File: config.mk
export PLATFORM = sky130hd
export DESIGN_NAME = pc_call_stack
export DESIGN_NICKNAME = d
export VERILOG_FILES = /design/src/rtl/pc_pkg.sv /design/src/rtl/ret_stack.sv /design/src/rtl/pc_call_stack.sv
export SDC_FILE = /design/constraint.sdc
export NUM_CORES = 1
export LEC_CHECK = 0
export CAP_MARGIN = 10
export CELL_PAD_IN_SITES_DETAIL_PLACEMENT = 0
export CELL_PAD_IN_SITES_GLOBAL_PLACEMENT = 1
export CORE_UTILIZATION = 46
export CTS_BUF_LIST = sky130_fd_sc_hd__clkbuf_16
export CTS_CLUSTER_DIAMETER = 60
export DETAILED_ROUTE_END_ITERATION = 12
export DONT_BUFFER_PORTS = 1
export GPL_ROUTABILITY_DRIVEN = 0
export HOLD_SLACK_MARGIN = 0.02
export PLACE_DENSITY = 0.83
export SYNTH_ARGS = -nofsm -noshare
export SYNTH_HDL_FRONTEND = slang
export SYNTH_HIERARCHICAL = 1
export SYNTH_SLANG_ARGS = --single-unit
File: constraint.sdc
create_clock -name Clk -period 3.8 [get_ports Clk]
set_input_delay 0.76 -clock Clk [delete_from_list [all_inputs] [get_ports Clk]]
set_output_delay 0.76 -clock Clk [all_outputs]
set_load 0.01 [all_outputs]
File: src/rtl/pc_pkg.sv
// Shared definitions for the program counter / return-stack block:
// op encoding, strobe priority decode and default widths.
package pc_pkg;

    localparam int DEFAULT_DATA_WIDTH     = 16;
    localparam int DEFAULT_WORD_BYTE_SIZE = 2;

    typedef enum logic [2:0] {
        OP_RESET = 3'd0,
        OP_RET   = 3'd1,
        OP_CALL  = 3'd2,
        OP_LOAD  = 3'd3,
        OP_REL   = 3'd4,
        OP_INC   = 3'd5,
        OP_HOLD  = 3'd6
    } op_t;

    // Active-low strobes; the highest-priority asserted one wins, the rest are ignored.
    function automatic op_t decode_strobes(
        input logic ret_n,
        input logic call_n,
        input logic ld_n,
        input logic rel_n,
        input logic inc_n
    );
        op_t op;
        if (!ret_n)       op = OP_RET;
        else if (!call_n) op = OP_CALL;
        else if (!ld_n)   op = OP_LOAD;
        else if (!rel_n)  op = OP_REL;
        else if (!inc_n)  op = OP_INC;
        else              op = OP_HOLD;
        return op;
    endfunction

endpackage

File: src/rtl/ret_stack.sv
// Return-address LIFO: register array written on the falling edge, top-of-stack
// read combinationally from entry depth-1.
module ret_stack #(
    parameter  int DataWidth  = 16,
    parameter  int StackDepth = 8,
    localparam int DepthW     = $clog2(StackDepth + 1),
    localparam int IdxW       = $clog2(StackDepth)
) (
    input  logic                 i_clk,
    input  logic                 i_rst_n,
    input  logic                 i_push,
    input  logic                 i_pop,
    input  logic [DataWidth-1:0] i_din,
    output logic [DataWidth-1:0] o_top,
    output logic [DepthW-1:0]    o_depth,
    output logic                 o_full,
    output logic                 o_empty
);
    import pc_pkg::*;

    logic [DataWidth-1:0] r_mem [StackDepth];
    logic [DepthW-1:0]    r_depth;
    logic [IdxW-1:0]      w_wr_idx;
    logic [IdxW-1:0]      w_top_idx;
    logic                 w_do_push;
    logic                 w_do_pop;

    assign o_depth   = r_depth;
    assign o_empty   = (r_depth == '0);
    assign o_full    = (r_depth == DepthW'(StackDepth));
    assign w_wr_idx  = IdxW'(r_depth);
    assign w_top_idx = IdxW'(r_depth - DepthW'(1));
    // Pop takes precedence so a combined request never corrupts the top entry.
    assign w_do_pop  = i_pop && !o_empty;
    assign w_do_push = i_push && !i_pop && !o_full;
    assign o_top     = o_empty ? '0 : r_mem[w_top_idx];

    always_ff @(negedge i_clk) begin
        if (!i_rst_n) begin
            r_depth <= '0;
        end else if (w_do_pop) begin
            r_depth <= r_depth - DepthW'(1);
        end else if (w_do_push) begin
            r_depth <= r_depth + DepthW'(1);
        end
    end

    always_ff @(negedge i_clk) begin
        if (i_rst_n && w_do_push) begin
            r_mem[w_wr_idx] <= i_din;
        end
    end

endmodule

File: src/rtl/pc_call_stack.sv
// Program counter with load, increment, relative branch, call and return,
// backed by a return-address stack with sticky overflow/underflow flags.
module pc_call_stack #(
    parameter int DataWidth    = pc_pkg::DEFAULT_DATA_WIDTH,
    parameter int WordByteSize = pc_pkg::DEFAULT_WORD_BYTE_SIZE,
    parameter int StackDepth   = 8
) (
    input  logic                            Clk,
    input  logic                            Reset,
    input  logic                            LD,
    input  logic                            Inc,
    input  logic                            Rel,
    input  logic                            Call,
    input  logic                            Ret,
    input  logic [DataWidth-1:0]            DIn,
    output logic [DataWidth-1:0]            DOut,
    output logic [$clog2(StackDepth+1)-1:0] Depth,
    output logic                            Empty,
    output logic                            Full,
    output logic                            Overflow,
    output logic                            Underflow
);
    import pc_pkg::*;

    localparam logic [DataWidth-1:0] STEP = DataWidth'(WordByteSize);

    op_t                  w_op;
    logic [DataWidth-1:0] r_pc;
    logic [DataWidth-1:0] w_pc_next;
    logic [DataWidth-1:0] w_top;
    logic [DataWidth-1:0] w_ret_addr;
    logic                 w_push;
    logic                 w_pop;
    logic                 w_full;
    logic                 w_empty;
    logic                 r_overflow;
    logic                 r_underflow;

    assign w_op       = !Reset ? OP_RESET : decode_strobes(Ret, Call, LD, Rel, Inc);
    assign w_ret_addr = r_pc + STEP;
    assign w_push     = (w_op == OP_CALL) && !w_full;
    assign w_pop      = (w_op == OP_RET) && !w_empty;

    ret_stack #(
        .DataWidth  (DataWidth),
        .StackDepth (StackDepth)
    ) u_ret_stack (
        .i_clk   (Clk),
        .i_rst_n (Reset),
        .i_push  (w_push),
        .i_pop   (w_pop),
        .i_din   (w_ret_addr),
        .o_top   (w_top),
        .o_depth (Depth),
        .o_full  (w_full),
        .o_empty (w_empty)
    );

    always_comb begin
        w_pc_next = r_pc;
        case (w_op)
            OP_RESET: w_pc_next = '0;
            OP_RET:   if (!w_empty) w_pc_next = w_top;
            OP_CALL:  if (!w_full) w_pc_next = DIn;
            OP_LOAD:  w_pc_next = DIn;
            OP_REL:   w_pc_next = r_pc + DIn;
            OP_INC:   w_pc_next = r_pc + STEP;
            default:  w_pc_next = r_pc;
        endcase
    end

    always_ff @(negedge Clk) begin
        r_pc <= w_pc_next;
        if (w_op == OP_RESET) begin
            r_overflow  <= 1'b0;
            r_underflow <= 1'b0;
        end else begin
            if (w_op == OP_CALL && w_full)  r_overflow  <= 1'b1;
            if (w_op == OP_RET  && w_empty) r_underflow <= 1'b1;
        end
    end

    assign DOut      = r_pc;
    assign Empty     = w_empty;
    assign Full      = w_full;
    assign Overflow  = r_overflow;
    assign Underflow = r_underflow;

endmodule

* Yosys cells after proc, flatten, opt, wreduce, memory -nomap -nowiden
Memories as Yosys holds them, arrays and structs flattened.
Cells that the tools add are included.
** Word-level totals
- Register bits :: 22
- Bits in latches :: 0
- Bits in writable memories :: 128
- Memory bits (read-only) :: 0
- Input bits :: 23
- Output and inout port bits :: 24
- Memories :: 1
** Cells by class
- Add/sub/neg operators :: 4
- Multiply operators :: 0
- Div/mod/pow operators :: 0
- Magnitude comparators :: 0
- Equality and inequality tests :: 8
- Shifts and indexed selects :: 0
- Mux-type cells :: 13
- Bitwise operators :: 0
- Reductions and logical operators :: 16
** Memory list
- u_ret_stack.r_mem :: depth 8, bits a word 16, rd ports 1, clocked after memory_dff 0, write ports 1, line ret_stack.sv:21 : logic [DataWidth-1:0] r_mem [StackDepth];
** Operators with widths (count)
- $pmux W16 S6 :: 1
- $mux W16 :: 2
- $add A16 B16 Y16 :: 1
- $add A16 B2 Y16 const B :: 1
- $mux W3 :: 4
- $logic_and A1 B1 Y1 :: 8
- $mux W4 :: 2
- $eq A3 B2 Y1 const B :: 2
- $eq A3 B3 Y1 const B :: 2
- $reduce_bool A6 Y1 :: 1
- $add A4 B1 Y4 const B :: 1
- $eq A4 B4 Y1 const B :: 1
- $logic_not A4 Y1 :: 1
- $mux W2 :: 2
- $ne A2 B2 Y1 const B :: 2
- $sub A4 B1 Y4 const B :: 1
- $eq A3 B1 Y1 const B :: 1
- $logic_not A1 Y1 :: 3
- $logic_not A3 Y1 :: 1
- $reduce_and A3 Y1 :: 1
- $mux W1 :: 2
- $reduce_bool A2 Y1 :: 1

* Logic depth before layout (Yosys ltp)
Gate-level depths: netlist of run 1.
- Word-level depth :: 14
- Mapped depth :: 13

* By module
Netlist of run 1, hierarchy kept.
** By module, submodules not included
- ret_stack :: times used 1, cells an instance 274, area an instance 5240.0 um^2
- pc_call_stack :: times used 1, cells an instance 226, area an instance 1984.4 um^2

==> results of run 1 <==
## power by group through the flow
stage	clock [mW]	sequential, mW	combinational, mW
6_report	2.50	2.16	2.00
5_1_grt	2.74	2.16	2.15
4_1_cts	2.57	2.16	1.93
3_5_place_dp	0.238	2.17	1.85
3_3_place_gp	0.238	2.17	1.81
2_1_floorplan	0.238	2.16	1.29
## sequential cells by signal (all words and copies together), names as in the netlist
register             cells
u_ret_stack/o_depth      4
Overflow                 1
DOut                    16
u_ret_stack/r_mem      128
Underflow                1
## cell type report
type,count,area (µm²),share of cell area
clock inverter,165,786,0.0807
timing repair buffer,81,774,0.0795
sequential,150,4450,0.457
inverter,48,183,0.0188
multi-input combinational,281,2860,0.293
tap,211,264,0.0271
clock buffer,17,425,0.0437
## stage by stage
stage / util / area, µm² / std cells
finish: 0.638 / 9740 / 953
global route: 0.638 / 9740 / 953
CTS: 0.628 / 9580 / 944
detailed placement: 0.545 / 8320 / 761
global placement: 0.545 / 8320 / 761
floorplan: - / 7530 / 500
## Yosys cell counts, types with 5 or more instances
master,instances
inv_1,49
a21oi_1,15
buf_2,10
nor3_1,8
nor2b_1,6
nor2_1,15
mux2i_1,5
o21ai_0,22
mux4_2,32
dfxtp_1,6
o22ai_1,16
xor2_1,11
o21ai_1,9
nand3_1,13
a222oi_1,12
nand2_1,23
ha_1,18
xnor2_1,14
edfxtp_1,144
## cell usage in the layout (no fill, tap or decap), drive strengths merged, types with 3 or more instances in the layout
cell and n:
a22o 3, nor3 9, ha 18, buf 80, dfxtp 6, bufinv 5, a21oi 19, nand2b 4
edfxtp 144, o21a 3, inv 204, nand4 4, o21ai 31, o22ai 16, nor2 15, nor3b 5
and3 5, xor2 11, clkbuf 18, nand3 13, a222oi 12, a211oi 4, xnor2 14, mux4 32
clkinv 4, mux2i 5, nand2 25, nor2b 7
## worst min-delay path by stage
stage | start | to | cells after the start
after floorplan | Underflow$_SDFFE_NN0P_ | Underflow$_SDFFE_NN0P_ | 1
after global placement | Overflow$_SDFFE_NN0P_ | Overflow$_SDFFE_NN0P_ | 1
after detailed placement | Overflow$_SDFFE_NN0P_ | Overflow$_SDFFE_NN0P_ | 1
after CTS | Overflow$_SDFFE_NN0P_ | Overflow$_SDFFE_NN0P_ | 1
after global routing | Overflow$_SDFFE_NN0P_ | Overflow$_SDFFE_NN0P_ | 1
final | Overflow$_SDFFE_NN0P_ | Overflow$_SDFFE_NN0P_ | 1
## repair_timing
item,4_1_cts,5_1_grt
buffers inserted,3,10
hold buffers,0,0
endpoints found under the hold margin,0,0
pin swaps,7,12
endpoints found under the setup margin,15,43
gates resized for setup,12,14
gates cloned,0,1
## kinds of logic (layout without fill, tap and decap cells)
group | Yosys count | count (layout)
multiplexers | 37 | 37
flip-flops | 150 | 150
AND/OR/NAND/NOR | 94 | 94
buffers and inverters | 69 | 311
AO/OA/AOI/OAI | 106 | 106
XOR/XNOR | 25 | 25
adder cells (fa/ha/maj) | 19 | 19
## per-layer routing
layer,wire (µm),vias to the layer above,GRT usage
li1,-,2420,-
met1,7670,2674,0.289
met2,9940,301,0.412
met3,1590,53,0.0967
met4,513,0,0.116
met5,0,-,0
## critical path: stages
cell      delay, ps
ha_4            120
inv_2            40
fa_2            370
nor2b_4         170
o211ai_2        110
a21oi_4         190
a21oi_2         100
o31ai_2         260
mux2i_1         230
o21ai_1          70
==> results.yml, run 1 <==
global_routing:
  grt_pass1_wl_mm: 30.0
  grt_pass1_vias: 5840
  antenna_found_initial: 0
  grt_use_total: 0.250
  grt_max_degree: 40
  overflow: 0
clock_tree:
  htree_levels: 4
  root_buffer: "clkbuf_16"
  cts.sinks: 150
  insertion_delay_ps: 460
  cts_buffer_depth: 2
  tritoncts: "yes"
  cts_buffers: 17
  path_clk_slew_ps: 50
detailed_routing:
  drtIter0Drc: 637
  wire_per_inst_um: 20.7
  antenna_left: 0
  via_per_inst: 5.72
  drc: 0
  dr.pass1.iters: 5
  vias: 5448
  wl_mm: 19.7
timing:
  clock_skew_ps: 20.7
  fin_ws_ps: -320
  worst_slew_pin_slew_ps: 878
  fin_tns_setup_ps: -1950
  slew_viol_final: 0
  hold_violations: 0
  finalHoldWorstSlack_ps: 553
  setup_violations: 12
  slew_headroom: 0.410
  rsz0062_at_grt: "true"
cells_and_area:
  nets: 771
  nFillCells: 1054
  synthToLayoutAreaGrowth_pct: 34.8
  drive_gt1_frac: 0.280
  diodes: 0
critical_path:
  critical_path_class: "primary input to flop"
  startpoint: "DIn[0]"
  worstReg2RegStart: "u_ret_stack/o_depth[0]$_SDFFE_NN0P_"
  reg2reg_depth: 8
  endpoint_kind: "flop"
  critPathRequiredTime_ps: 2110
  cp-endpoint: "DOut[14]$_DFFE_NP_"
  rr_endpoint: "DOut[12]$_DFFE_NP_"
  path_max_fanout: 3
  cp.arrival_ps: 2430
  cp-start-kind: "primary input"
  r2r_slack_ps: 1040
synthesis:
  syn-instance-count: 500
  synth_top_area_frac: 0.599
  seq_area_frac_synth: 0.615
  yosys.area_share.adder: 0.0339
  synth_compound_area_frac: 0.104
  synth_xor_xnor_area_share: 0.0303
  synth_edf_count: 144
  ys_ff_latch: 150
  syn_area_um2: 7220
  yosysWarnings: 6
  synth_top_family_by_area: "multiplexers"
  synth_ff_type: "edfxtp_1"
  synth_area_leader_cell: "edfxtp_1"
  syn-num-nets: 542
  syn_area_per_cell_um2: 14.4
  synthSimpleGateAreaFrac: 0.0694
  muxShareOfSynthArea: 0.107
  ys_async_sr_fraction: 0
  synthTopCellsByArea: "edfxtp_1 (60%), mux4_2 (10%), ha_1 (3.1%)"
  ys_types: 59
power_and_ir_drop:
  p_int_mw: 4.33
  power.switching_mw: 2.33
  total_power_mw: 6.66
  power_frac_seq: 0.324
  p_sw_frac: 0.350
  leakagePower_nw: 4.05
  p_clk_frac: 0.375
  power.share.combinational: 0.301
  power.ir.vdd_worst_mv: 0.524
  powerDensity_nw_per_um2: 684
placement:
  post-place-ws_ps: -770
  hpwl_mm: 11.6
  port_buffers: 0
run:
  drv_cap: 0
die:
  die_area_um2: 16200
  chipWidth_um: 127
  rows: 45
  io_pins: 47
  initial_core_util: 0.473
  core_area_um2: 15300
  die_h_um: 127
worst_hold_path:
  hp-class: "flop to flop"
status:
  status: "finished with violations"
  violations: "setup timing"
Power figures use the tool's default switching activity.
==> inputs of run 2 (changes only) <==
--- a/config.mk
+++ b/config.mk
@@ -8,14 +8,14 @@
 export CAP_MARGIN = 10
 export CELL_PAD_IN_SITES_DETAIL_PLACEMENT = 0
 export CELL_PAD_IN_SITES_GLOBAL_PLACEMENT = 1
-export CORE_UTILIZATION = 46
+export CORE_UTILIZATION = 48
 export CTS_BUF_LIST = sky130_fd_sc_hd__clkbuf_16
 export CTS_CLUSTER_DIAMETER = 60
 export DETAILED_ROUTE_END_ITERATION = 12
 export DONT_BUFFER_PORTS = 1
 export GPL_ROUTABILITY_DRIVEN = 0
 export HOLD_SLACK_MARGIN = 0.02
-export PLACE_DENSITY = 0.83
+export PLACE_DENSITY = 0.85
 export SYNTH_ARGS = -nofsm -noshare
 export SYNTH_HDL_FRONTEND = slang
 export SYNTH_HIERARCHICAL = 1
==> run 2 against run 1 <==
Net effect:
- count of clock-buffer cells in the layout unchanged
- highest routed layer unchanged
- the flow still finishes with violations (setup timing)
- critical path depth unchanged
- first-iteration DRC count down 12%
- register-to-register slack better by 50 ps
- sequential power about the same
- largest cell class unchanged
==> results.yml, run 2 (synthesis results as in run 1) <==
cells_and_area:
  nFillCells: 963
  final_common_cell: "inv_1"
  nets: 774
  layout_common_cells: "inv_1 (194), edfxtp_1 (144), buf_4 (66)"
  largest_register: "u_ret_stack/r_mem"
  diodes: 0
  final_cells: 929
  synthToLayoutAreaGrowth_pct: 34.3
  post-route-util: 0.665
  final_area_um2: 9700
  drive_gt1_frac: 0.286
  largest_reg_flops: 128
  multi_input_area_um2: 2880
  seq_area_um2: 4450
global_routing:
  top_usage_layer: "met2"
  grt_pass1_vias: 5865
  grtUsageMet3: 0.0885
  grt_use_met1: 0.298
  grt_use_total: 0.252
  overflow: 0
  grt_pass1_wl_mm: 29.5
  antenna_found_initial: 0
  grt.met2_usage: 0.408
  grt_max_degree: 40
clock_tree:
  tritoncts: "yes"
  htree_levels: 4
  insertion_delay_ps: 480
  cts_hold_buf: 0
  root_buffer: "clkbuf_16"
  cts.sinks: 150
  path_clk_slew_ps: 40
  cts_buffers: 17
  cts_buffer_depth: 2
power_and_ir_drop:
  powerDensity_nw_per_um2: 664
  power.ir.vdd_worst_mv: 1.15
  total_power_mw: 6.44
  leakagePower_nw: 4.03
critical_path:
  crit_path_cell_trace: "ha_4 -> inv_2 -> fa_2 -> nor2b_4 -> o211ai_2 -> a21oi_4 -> a21oi_2 -> o31ai_2 -> mux2i_1 -> o21ai_1"
  critPathRequiredTime_ps: 2100
  max_stage_delay_ps: 370
  path_max_fanout: 3
  reg2reg_depth: 9
  critical_path_class: "primary input to flop"
  worstReg2RegStart: "u_ret_stack/o_depth[0]$_SDFFE_NN0P_"
  endpoint_kind: "flop"
  cp.arrival_ps: 2350
  rr_endpoint: "DOut[15]$_DFFE_NP_"
  r2r_slack_ps: 1090
  worst_path_max_delay_cell: "fa_2"
  startpoint: "DIn[0]"
  cp-start-kind: "primary input"
timing:
  slew_viol_final: 0
  hold_violations: 0
  finalHoldWorstSlack_ps: 559
  clock_skew_ps: 38.5
  slew_headroom: 0.441
  fin_ws_ps: -245
  rsz0062_at_grt: "true"
  worst_slew_pin_slew_ps: 838
  setup_violations: 27
detailed_routing:
  drc: 0
  antenna_left: 0
  wl_mm: 19.3
  vias: 5389
  dr.pass1.iters: 5
  wire_per_inst_um: 20.8
  via_per_inst: 5.80
  drtIter0Drc: 561
run:
  drv_cap: 0
status:
  status: "finished with violations"
  violations: "setup timing"
worst_hold_path:
  holdPathEnd: "Underflow$_SDFFE_NN0P_"
  hp-start: "Underflow$_SDFFE_NN0P_"
  holdPathStages: 1
  hp-class: "flop to flop"
placement:
  placed_area_um2: 8240
  dp_cells: 730
  hpwl_mm: 11.5
  port_buffers: 0
die:
  chipWidth_um: 125
  io_pins: 47
  initial_core_util: 0.495
  rows: 44
  die_h_um: 125
  die_area_um2: 15500
  core_area_um2: 14600
run 2: cell count changes in the layout (fill, tap and decap cells not counted), sizes merged:
cell      before  now
buf           80   83
bufinv         5    1
clkinv         4    3
clkinvlp       0    2
inv          204  207
run 2: final cells by class:
type / instances / area share
Timing Repair Buffer: 84 / 0.0850
Tap cell: 184 / 0.0237
Sequential cell: 150 / 0.459
Multi-Input combinational cell: 281 / 0.297
Clock inverter: 165 / 0.0730
Inverter: 48 / 0.0188
Clock buffer: 17 / 0.0439
run 2: report_power, final:
group | switching, mW | internal, mW
Clock | 1.16 | 1.13
Combinational | 1.08 | 0.921
Sequential | 0.128 | 2.03
Total | 2.36 | 4.08
run 2: metal layers:
metal,vias to the layer above,part of all wire
met5,-,0
met4,0,0.019
met3,39,0.083
met2,275,0.51
met1,2642,0.39
li1,2433,-
run 2: worst max path at each step:
stage | to | slack [ps]
4_1_cts | DOut[14]$_DFFE_NP_ | -250
3_3_place_gp | DOut[14]$_DFFE_NP_ | -690
5_1_grt | DOut[12]$_DFFE_NP_ | -290
3_5_place_dp | DOut[14]$_DFFE_NP_ | -760
6_report | DOut[14]$_DFFE_NP_ | -240
2_1_floorplan | u_ret_stack/r_mem[2][0]$_DFFE_NP_ | -880
run 2: through the flow:
stage	setup slack (ps)	setup TNS [ps]
2_1_floorplan	-882	-102180
3_3_place_gp	-686	-48700
3_5_place_dp	-758	-52630
4_1_cts	-251	-1060
5_1_grt	-285	-4960
6_report	-245	-1970
run 2: what timing repair did:
| action | 4_1_cts | 5_1_grt |
|---|---|---|
| endpoints found under the hold margin | 0 | 0 |
| resized for setup | 9 | 23 |
| pin swaps | 12 | 16 |
| cloned | 1 | 1 |
| buffers inserted | 7 | 11 |
| endpoints found under the setup margin | 14 | 44 |
run 2: worst max-delay path, delay by kind of cell:
kind	cells	cell delay, ps
AOI/OAI and AO/OA	5	700
adders and majority gates	2	490
muxes	1	220
and+or+nand+nor	1	140
buffers and inverters	1	30
==> inputs of run 3 (changes only) <==
--- a/config.mk
+++ b/config.mk
@@ -8,13 +8,13 @@
 export CAP_MARGIN = 10
 export CELL_PAD_IN_SITES_DETAIL_PLACEMENT = 0
 export CELL_PAD_IN_SITES_GLOBAL_PLACEMENT = 1
+export CORE_MARGIN = 2
 export CORE_UTILIZATION = 48
 export CTS_BUF_LIST = sky130_fd_sc_hd__clkbuf_16
 export CTS_CLUSTER_DIAMETER = 60
 export DETAILED_ROUTE_END_ITERATION = 12
 export DONT_BUFFER_PORTS = 1
 export GPL_ROUTABILITY_DRIVEN = 0
-export HOLD_SLACK_MARGIN = 0.02
 export PLACE_DENSITY = 0.85
 export SYNTH_ARGS = -nofsm -noshare
 export SYNTH_HDL_FRONTEND = slang
==> run 3 against run 2 <==
Net effect:
- clock power hardly changed
- worst hold slack better by 0.51 ps
- sequential power about the same
- count of clock-buffer cells in the layout unchanged
- register-to-register slack lost 170 ps
- core utilization is 0.20 points lower
- via count rose by 1.6%
- final area hardly changed
- critical endpoint is now DOut[4]$_DFFE_NP_
- wire length decreased by 1.6%
- the run still ends with setup timing left
- final cell count rose by 0.65%
==> results.yml, run 3 (synthesis results as in run 1) <==
global_routing:
  grt_pass1_wl_mm: 29.9
  grt_max_degree: 40
  grt_pass1_vias: 5959
  grt_use_met1: 0.294
  top_usage_layer: "met2"
  grt.met2_usage: 0.397
  grt_use_total: 0.247
  grtUsageMet3: 0.0962
  overflow: 0
  antenna_found_initial: 0
cells_and_area:
  largest_register: "u_ret_stack/r_mem"
  nFillCells: 1005
  synthToLayoutAreaGrowth_pct: 34.4
  largest_reg_flops: 128
  final_common_cell: "inv_1"
  diodes: 0
  nets: 780
  layout_common_cells: "inv_1 (194), edfxtp_1 (144), buf_4 (76)"
  drive_gt1_frac: 0.296
  final_area_um2: 9710
detailed_routing:
  drc: 0
  wire_per_inst_um: 20.3
  antenna_left: 0
  via_per_inst: 5.85
  wl_mm: 19.0
  drtIter0Drc: 652
  vias: 5474
  dr.pass1.iters: 8
status:
  violations: "setup timing"
  status: "finished with violations"
critical_path:
  worst_path_max_delay_cell: "fa_2"
  critPathRequiredTime_ps: 2100
  crit_path_frequent_cell: "buf_4"
  reg2reg_depth: 10
  r2r_slack_ps: 920
  max_stage_delay_ps: 230
  path_max_fanout: 2
  critical_path_class: "primary input to flop"
  cp.arrival_ps: 2370
  critPathBufInv: 7
  endpoint_kind: "flop"
  cp_top_family: "buffers and inverters"
  cp-start-kind: "primary input"
  cp_num_cells: 14
  crit_path_cell_trace: "ha_4 -> inv_2 -> fa_2 -> nor2b_4 -> buf_4 -> buf_6 -> buf_4 -> buf_4 -> buf_4 -> buf_4 -> o21ai_1 -> nand2_1 -> xnor2_1 -> o21ai_1"
  worstReg2RegStart: "u_ret_stack/o_depth[0]$_SDFFE_NN0P_"
  startpoint: "DIn[0]"
timing:
  fin_ws_ps: -278
  finalHoldWorstSlack_ps: 559
  worst_slew_pin_slew_ps: 886
  clock_skew_ps: 25.3
  setup_violations: 14
  slew_viol_final: 0
  hold_violations: 0
  slew_headroom: 0.409
  rsz0062_at_grt: "true"
clock_tree:
  cts.sinks: 150
  path_clk_slew_ps: 40
  insertion_delay_ps: 470
  tritoncts: "yes"
  cts_buffers: 17
  cts_buffer_depth: 2
  cts_hold_buf: 0
  htree_levels: 4
  root_buffer: "clkbuf_16"
die:
  die_area_um2: 16000
  core_area_um2: 14600
  rows: 44
  initial_core_util: 0.493
  die_h_um: 127
  io_pins: 47
  chipWidth_um: 127
placement:
  hpwl_mm: 11.7
  placed_area_um2: 8280
  port_buffers: 0
worst_hold_path:
  hp-start: "Underflow$_SDFFE_NN0P_"
  hp-class: "flop to flop"
  holdPathStages: 1
power_and_ir_drop:
  leakagePower_nw: 4.06
  total_power_mw: 6.53
  power.ir.vdd_worst_mv: 0.840
  powerDensity_nw_per_um2: 672
run:
  drv_cap: 0
## run 3: changes by cell type in the layout (fill, tap and decap cells not counted), sizes merged
| cell | change |
|---|---|
| clkbuf | -1 |
| buf | +7 |
| clkinvlp | -2 |
| clkinv | +2 |
## run 3: cell type report
class / instances / area, µm² / area share
tap: 184 / 230 / 0.0237
sequential: 150 / 4450 / 0.458
multi-input combinational: 281 / 2870 / 0.296
clock inverter: 165 / 731 / 0.0753
inverter: 48 / 183 / 0.0188
timing repair buffer: 90 / 816 / 0.0840
clock buffer: 17 / 425 / 0.0438
## run 3: worst paths after layout
check                                end
setup reg to reg       DOut[9]$_DFFE_NP_
setup / recovery       DOut[4]$_DFFE_NP_
hold / removal    Underflow$_SDFFE_NN0P_
hold reg to reg   Underflow$_SDFFE_NN0P_
## run 3: metrics by stage
stage / TNS (ps) / std cells / utilization / setup WS, ps
6_report: -2030 / 935 / 0.663 / -278
5_1_grt: -2500 / 935 / 0.663 / -274
4_1_cts: -1060 / 928 / 0.655 / -203
3_5_place_dp: -46160 / 736 / 0.566 / -749
3_3_place_gp: -43570 / 736 / 0.566 / -689
2_1_floorplan: -102180 / 500 / - / -882
## run 3: where the power goes
part	internal [mW]	switching, mW	total [mW]
clock network	1.15	1.17	2.32
logic	0.957	1.09	2.05
registers	2.03	0.132	2.16
## run 3: layer usage
layer / part of all wire / up-vias
met5: 0 / -
met4: 0.025 / 0
met3: 0.094 / 45
met2: 0.50 / 327
met1: 0.38 / 2661
li1: - / 2441
## run 3: timing repair
item                       4_1_cts  5_1_grt
pin swaps                       13        4
buffers inserted                12        7
gates resized for setup         17       13
setup endpoints to repair       11       28
